## config.mk

```make
export PLATFORM = sky130hd
export DESIGN_NAME = move_request_gen
export DESIGN_NICKNAME = d
export VERILOG_FILES = /design/src/rtl/move_pkg.sv /design/src/rtl/btn_debounce.sv /design/src/rtl/move_request_gen.sv
export SDC_FILE = /design/constraint.sdc
export NUM_CORES = 1
export LEC_CHECK = 0
export BUFFER_PORTS_ARGS = -buffer_cell sky130_fd_sc_hd__buf_4
export CORE_MARGIN = 1.5
export CORE_UTILIZATION = 68
export DETAILED_ROUTE_END_ITERATION = 7
export PLACE_DENSITY = 0.93
export SLEW_MARGIN = 40
export SYNTH_ARGS = -nofsm -noshare
export SYNTH_HDL_FRONTEND = slang
export SYNTH_HIERARCHICAL = 1
export SYNTH_SLANG_ARGS = --single-unit
```

## constraint.sdc

```tcl
create_clock -name Clk -period 8.88 [get_ports Clk]
set_clock_uncertainty 0.05 [all_clocks]
set_input_delay 1.332 -clock Clk [delete_from_list [all_inputs] [get_ports Clk]]
set_output_delay 1.332 -clock Clk [all_outputs]
set_load 0.02 [all_outputs]
```

## src/rtl/move_pkg.sv

```systemverilog
// Shared constants for the move request generator: debouncer state
// encodings, direction codes (which double as button indices) and the
// width of the dropped-press counter.
package move_pkg;

  localparam logic [1:0] ST_IDLE       = 2'd0;
  localparam logic [1:0] ST_PRESS_WAIT = 2'd1;
  localparam logic [1:0] ST_HELD       = 2'd2;
  localparam logic [1:0] ST_REL_WAIT   = 2'd3;

  localparam logic [1:0] DIR_UP    = 2'd0;
  localparam logic [1:0] DIR_DOWN  = 2'd1;
  localparam logic [1:0] DIR_LEFT  = 2'd2;
  localparam logic [1:0] DIR_RIGHT = 2'd3;

  localparam int DROP_W = 8;

endpackage

```

## src/rtl/btn_debounce.sv

```systemverilog
// One push-button conditioner: two-flop synchroniser, press/release
// debouncer FSM and, when MOVE_AUTO_REPEAT_EN is defined, an auto-repeat
// timer. Emits a one-cycle registered press event per accepted press.
// A button already held when reset is released is ignored until it has
// been seen released at least once.
module btn_debounce
  import move_pkg::*;
#(
  parameter int DEBOUNCE_CYCLES = 500000,
  parameter int REPEAT_DELAY    = 50000000,
  parameter int REPEAT_PERIOD   = 20000000
) (
  input  logic Clk,
  input  logic Reset,
  input  logic btn,
  output logic press
);

  localparam int CNT_W = $clog2(DEBOUNCE_CYCLES);
  localparam logic [CNT_W-1:0] CNT_ONE  = CNT_W'(1);
  localparam logic [CNT_W-1:0] CNT_LAST = CNT_W'(DEBOUNCE_CYCLES - 1);

  if (DEBOUNCE_CYCLES < 2 || REPEAT_DELAY < 1 || REPEAT_PERIOD < 1) begin : g_bad_cfg
    $error("btn_debounce: DEBOUNCE_CYCLES must be >= 2 and repeat intervals >= 1");
  end

  logic             sync_p0, sync_p1;
  logic [1:0]       warm;
  logic             armed;
  logic [1:0]       state, state_nxt;
  logic [CNT_W-1:0] cnt, cnt_nxt, cnt_inc;
  logic             press_nxt;
  logic             rpt_fire;

  assign cnt_inc = cnt + CNT_ONE;

  // Two-flop synchroniser for the asynchronous button level
  always_ff @(posedge Clk or posedge Reset) begin
    if (Reset) begin
      sync_p0 <= 1'b0;
      sync_p1 <= 1'b0;
    end else begin
      sync_p0 <= btn;
      sync_p1 <= sync_p0;
    end
  end

  // Arm only once the synchroniser holds a real sample showing release
  always_ff @(posedge Clk or posedge Reset) begin
    if (Reset) begin
      warm  <= 2'd0;
      armed <= 1'b0;
    end else if (warm != 2'd2) begin
      warm <= warm + 2'd1;
    end else if (!sync_p1) begin
      armed <= 1'b1;
    end
  end

  // Debouncer next-state: any bounce restarts the stability count
  always_comb begin
    state_nxt = state;
    cnt_nxt   = cnt;
    press_nxt = 1'b0;
    case (state)
      ST_IDLE: begin
        if (armed && sync_p1) begin
          state_nxt = ST_PRESS_WAIT;
          cnt_nxt   = '0;
        end
      end
      ST_PRESS_WAIT: begin
        if (!sync_p1) begin
          state_nxt = ST_IDLE;
        end else if (cnt_inc == CNT_LAST) begin
          state_nxt = ST_HELD;
          press_nxt = 1'b1;
        end else begin
          cnt_nxt = cnt_inc;
        end
      end
      ST_HELD: begin
        if (!sync_p1) begin
          state_nxt = ST_REL_WAIT;
          cnt_nxt   = '0;
        end
      end
      ST_REL_WAIT: begin
        if (sync_p1) begin
          state_nxt = ST_HELD;
        end else if (cnt_inc == CNT_LAST) begin
          state_nxt = ST_IDLE;
        end else begin
          cnt_nxt = cnt_inc;
        end
      end
      default: state_nxt = ST_IDLE;
    endcase
  end

  // Debouncer state, counter and registered press event
  always_ff @(posedge Clk or posedge Reset) begin
    if (Reset) begin
      state <= ST_IDLE;
      cnt   <= '0;
      press <= 1'b0;
    end else begin
      state <= state_nxt;
      cnt   <= cnt_nxt;
      press <= press_nxt | rpt_fire;
    end
  end

`ifdef MOVE_AUTO_REPEAT_EN
  localparam int RPT_MAX = (REPEAT_DELAY > REPEAT_PERIOD) ? REPEAT_DELAY : REPEAT_PERIOD;
  localparam int RPT_W   = $clog2(RPT_MAX + 1);
  localparam logic [RPT_W-1:0] RPT_ONE = RPT_W'(1);

  logic [RPT_W-1:0] rpt_cnt, rpt_inc, rpt_lim;
  logic             rpt_first;
  logic             in_held;

  assign in_held  = (state == ST_HELD) && sync_p1;
  assign rpt_inc  = rpt_cnt + RPT_ONE;
  assign rpt_lim  = rpt_first ? RPT_W'(REPEAT_DELAY) : RPT_W'(REPEAT_PERIOD);
  assign rpt_fire = in_held && (rpt_inc == rpt_lim);

  // Repeat timer: first interval is the long delay, then the period;
  // anything other than a steady hold restarts it
  always_ff @(posedge Clk or posedge Reset) begin
    if (Reset) begin
      rpt_cnt   <= '0;
      rpt_first <= 1'b1;
    end else if (!in_held) begin
      rpt_cnt   <= '0;
      rpt_first <= 1'b1;
    end else if (rpt_fire) begin
      rpt_cnt   <= '0;
      rpt_first <= 1'b0;
    end else begin
      rpt_cnt <= rpt_inc;
    end
  end
`else
  assign rpt_fire = 1'b0;
`endif

endmodule

```

## src/rtl/move_request_gen.sv

```systemverilog
// Move request generator for the 2048 controller: four debounced buttons,
// fixed-priority arbitration (U > D > L > R), a one-entry pending slot
// drained only when the controller is ready, registered one-cycle move
// pulses and a saturating count of discarded presses.
// Optional feature macro: MOVE_AUTO_REPEAT_EN (auto-repeat while held).
module move_request_gen
  import move_pkg::*;
#(
  parameter int DEBOUNCE_CYCLES = 500000,
  parameter int REPEAT_DELAY    = 50000000,
  parameter int REPEAT_PERIOD   = 20000000
) (
  input  logic              Clk,
  input  logic              Reset,
  input  logic              BtnU,
  input  logic              BtnD,
  input  logic              BtnL,
  input  logic              BtnR,
  input  logic              ready,
  output logic              up,
  output logic              down,
  output logic              left,
  output logic              right,
  output logic              pending,
  output logic [DROP_W-1:0] drop_count
);

  logic [3:0] btn_raw;
  logic [3:0] press;
  logic       win_vld;
  logic [1:0] win_dir;
  logic [2:0] n_press;
  logic [2:0] n_drop;
  logic       slot_vld;
  logic [1:0] slot_dir;
  logic       issue;

  function automatic logic [DROP_W-1:0] sat_add(input logic [DROP_W-1:0] a,
                                                 input logic [2:0]        b);
    logic [DROP_W:0] s;
    s = {1'b0, a} + {{(DROP_W-2){1'b0}}, b};
    return s[DROP_W] ? {DROP_W{1'b1}} : s[DROP_W-1:0];
  endfunction

  // Button index equals its direction code
  assign btn_raw = {BtnR, BtnL, BtnD, BtnU};

  for (genvar i = 0; i < 4; i++) begin : g_btn
    btn_debounce #(
      .DEBOUNCE_CYCLES (DEBOUNCE_CYCLES),
      .REPEAT_DELAY    (REPEAT_DELAY),
      .REPEAT_PERIOD   (REPEAT_PERIOD)
    ) u_deb (
      .Clk   (Clk),
      .Reset (Reset),
      .btn   (btn_raw[i]),
      .press (press[i])
    );
  end

  // Arbitration: pick the highest-priority event, count the rest as drops
  always_comb begin
    win_vld = |press;
    win_dir = DIR_RIGHT;
    if (press[DIR_UP])        win_dir = DIR_UP;
    else if (press[DIR_DOWN]) win_dir = DIR_DOWN;
    else if (press[DIR_LEFT]) win_dir = DIR_LEFT;
    n_press = {2'b00, press[0]} + {2'b00, press[1]} + {2'b00, press[2]} + {2'b00, press[3]};
    if (slot_vld)     n_drop = n_press;
    else if (win_vld) n_drop = n_press - 3'd1;
    else              n_drop = 3'd0;
  end

  assign issue   = slot_vld && ready;
  assign pending = slot_vld;

  // Pending slot and move pulses; a full slot refuses events even while issuing
  always_ff @(posedge Clk or posedge Reset) begin
    if (Reset) begin
      slot_vld <= 1'b0;
      slot_dir <= DIR_UP;
      up       <= 1'b0;
      down     <= 1'b0;
      left     <= 1'b0;
      right    <= 1'b0;
    end else begin
      up    <= issue && (slot_dir == DIR_UP);
      down  <= issue && (slot_dir == DIR_DOWN);
      left  <= issue && (slot_dir == DIR_LEFT);
      right <= issue && (slot_dir == DIR_RIGHT);
      if (slot_vld) begin
        if (ready) slot_vld <= 1'b0;
      end else if (win_vld) begin
        slot_vld <= 1'b1;
        slot_dir <= win_dir;
      end
    end
  end

  // Saturating dropped-press counter, cleared only by reset
  always_ff @(posedge Clk or posedge Reset) begin
    if (Reset) drop_count <= '0;
    else       drop_count <= sat_add(drop_count, n_drop);
  end

endmodule

```

==> impl_metrics.tcl <==
set metrics [dict create \
    tns_ps 0 \
    drc 0 \
    grt_util_all_layers 0.323 \
    status "completed" \
    hpwl_um 11500 \
    finalMaxSlewViolations 0 \
    min_path_cells 0 \
    drive_gt1_frac 0.144 \
    critPathMaxStageDelay_ps 510 \
    drt-wirelength-per-cell_um 17.4 \
    post_cts_buffers 0 \
    r2r_cells 12 \
    num_vias 6907 \
    combPwrFrac 0.047 \
    tightest_slew_ps 709 \
    synth_edf_count 0 \
    min_to "g_btn[1].u_deb/sync_p1" \
    power_mw 1.40 \
    power.switching_mw 0.321 \
    synth-main-ff-cell "dfrtp_1" \
    synth-seq-area-share 0.395 \
    cts_tree "done" \
    diodes 0 \
    clockBufferDepth 2 \
    worst_path_max_delay_cell "fa_1" \
    setup-violations-final 0 \
    die_h_um 110 \
    grt_pass1_wl_um 30400 \
    worstReg2RegEnd "drop_count[0]" \
    cp_max_fo 6 \
    synth_common_cells "nand2_1 (163), dfrtp_1 (123), o21ai_0 (60)" \
    crit_cells 12 \
    critPathBufInv 3 \
    hold_viol_final 0 \
    start_kind "flop" \
    cts.htree.levels 4 \
    hold_start "g_btn[1].u_deb/sync_p0" \
    synth_most_common_cell "nand2_1" \
    synth_cells 887 \
    antenna_found_initial 0 \
    path_cells "fa_1, ha_1, ha_1, inv_1, ha_1, o21ai_1, inv_1, fa_1, inv_1, a21oi_2, or3_4, nand2b_1" \
    cts_num_sinks 123 \
    p_per_area_mw_per_mm2 164 \
    cts-buffers-inserted 17 \
    yosys_warnings 6 \
    setup_ws_ps 5570 \
    clock_power_share 0.527 \
    cts_resized 0 \
    io_buffer_count 19 \
    drt_iter0_markers 697 \
    path_clk_slew_ps 60 \
    leakage_nw 3.63 \
    met1_usage 0.431 \
    grt_overflow 0 \
    clock_latency_ps 420 \
    die_w_um 110 \
    io_pins 20 \
    sequentialPowerShare 0.426 \
    syn_avg_cell_area_um2 8.78 \
    netlist_top_cells_area "dfrtp_1 (40%), nand2_1 (7.9%), o21ai_0 (3.9%)" \
    fill_cells 713 \
    nNetsFinal 916 \
    grt_start_max_net_pins 28 \
    path_delay_family "adder cells" \
    async_reset_ff_frac 1.00 \
    r2r_slack_ps 5570 \
    swShare 0.229 \
    die_area_mm2 0.0121 \
    p_int_mw 1.08 \
    crit_path_end_kind "flop" \
    ys_seq_elements 123 \
    initial_core_util 0.709 \
    gp_congestion 0.900 \
    cts_root_buffer "clkbuf_16" \
    crit_type "reg2reg" \
    syn-num-nets 915 \
    r2r_start "g_btn[0].u_deb/press" \
    rsz0062_at_grt "no" \
    grt_use_met3 0.0664 \
    firstDrtPassIters 5 \
    avgViaCountPerCell 6.63 \
    slew_headroom 0.528 \
    cp.arrival_ps 3600 \
    rows 38 \
    synth_area_leader_cell "dfrtp_1" \
    grt_pass1_vias 6450 \
    core_area_mm2 0.0110 \
    drtAntennaViolNets 0 \
    netlist_area_mm2 0.00779 \
    dp_slack_ps 5660 \
    top_usage_layer "met2" \
    fin_cells 1041 \
    irDropWorstVdd_uv 184 \
    fmax_mhz 302 \
    period_minus_slack_ps 3310 \
    dp_cells 1009 \
    hold_class "reg2reg" \
    synthDominantCellAreaShare 0.395 \
    drt_wl_total_um 18100 \
    yosysUniqueCellTypes 64 \
    worstPathRequired_ps 9180 \
    use_met2 0.522 \
    hold_buffers 0 \
    final.period_utilization 0.372 \
    drv_cap 0 \
    syn2layout_area_growth_pct 9.19 \
]
power by group through the flow:
stage	sequential, mW	combinational, mW	clock, mW
2_1_floorplan	0.590	0.0618	0
3_3_place_gp	0.603	0.0616	0
3_5_place_dp	0.604	0.0646	0
4_1_cts	0.595	0.0661	0.743
5_1_grt	0.598	0.0747	0.766
6_report	0.596	0.0659	0.737
routing by layer:
layer / share of wire / up-vias
li1: - / 3220
met5: 0 / -
met2: 0.48 / 358
met1: 0.43 / 3278
met4: 0.022 / 0
met3: 0.076 / 51
final cells by class:
| cell class | instances | area, um2 | share of cell area |
|---|---|---|---|
| multi-input cells | 665 | 4230 | 0.498 |
| flip-flops and latches | 123 | 3080 | 0.362 |
| clock buffers | 21 | 460 | 0.0541 |
| inverters | 58 | 218 | 0.0256 |
| well taps | 140 | 175 | 0.0206 |
| repair buffers | 23 | 173 | 0.0203 |
| clock inverters | 11 | 168 | 0.0197 |
layout by cell type, fill, tap and decap left out, types with 5 or more instances in the layout:
cell type and count:
a21boi_0 5, a21o_1 9, a21oi_1 26, a31oi_1 20, and3_1 12, and3_2 8, buf_4 23, clkbuf_16 17
clkinvlp_4 5, dfrtp_1 123, ha_1 19, inv_1 54, mux2_4 5, mux2i_1 17, nand2_1 163, nand2b_1 13
nand3_1 43, nand4_1 20, nor2_1 30, nor3_1 11, nor3_2 8, nor4_1 24, o21ai_0 60, o2bb2ai_1 8
o31ai_1 28, or3_4 9, xnor2_1 16
sequential cells by signal (all words and copies together), names as in the netlist, named ones only:
name	cells
drop_count	8
down	1
g_btn.u_deb/sync_p0	4
left	1
g_btn.u_deb/armed	4
g_btn.u_deb/press	4
g_btn.u_deb/sync_p1	4
g_btn.u_deb/warm	8
g_btn.u_deb/state	4
g_btn.u_deb/cnt	76
slot_dir	2
pending	1
up	1
right	1
kinds of logic after synthesis:
kind of cell	synth area share
mux	0.0358
compound gates	0.177
buf+inv	0.0614
flops	0.395
fa+ha+maj	0.0357
xor+xnor	0.0202
simple gates	0.274
how the worst max path moves through the flow:
stage	slack (ps)	from	end
CTS	5590	g_btn[0].u_deb/press	drop_count[0]
floorplan	5830	g_btn[0].u_deb/press	drop_count[4]
global placement	5750	g_btn[0].u_deb/press	drop_count[4]
finish	5570	g_btn[0].u_deb/press	drop_count[0]
detailed placement	5660	g_btn[0].u_deb/press	drop_count[4]
global route	5410	g_btn[0].u_deb/press	drop_count[0]
through the flow:
step | hold slack, ps | utilization | instance area (um2)
after detailed placement | 285 | 0.717 | 7880
after floorplan | 281 | - | 7790
final | 294 | 0.774 | 8500
after CTS | 295 | 0.774 | 8500
after global placement | 282 | 0.717 | 7880
after global routing | 304 | 0.774 | 8500
Note: power is estimated with default switching activity, not from simulation.
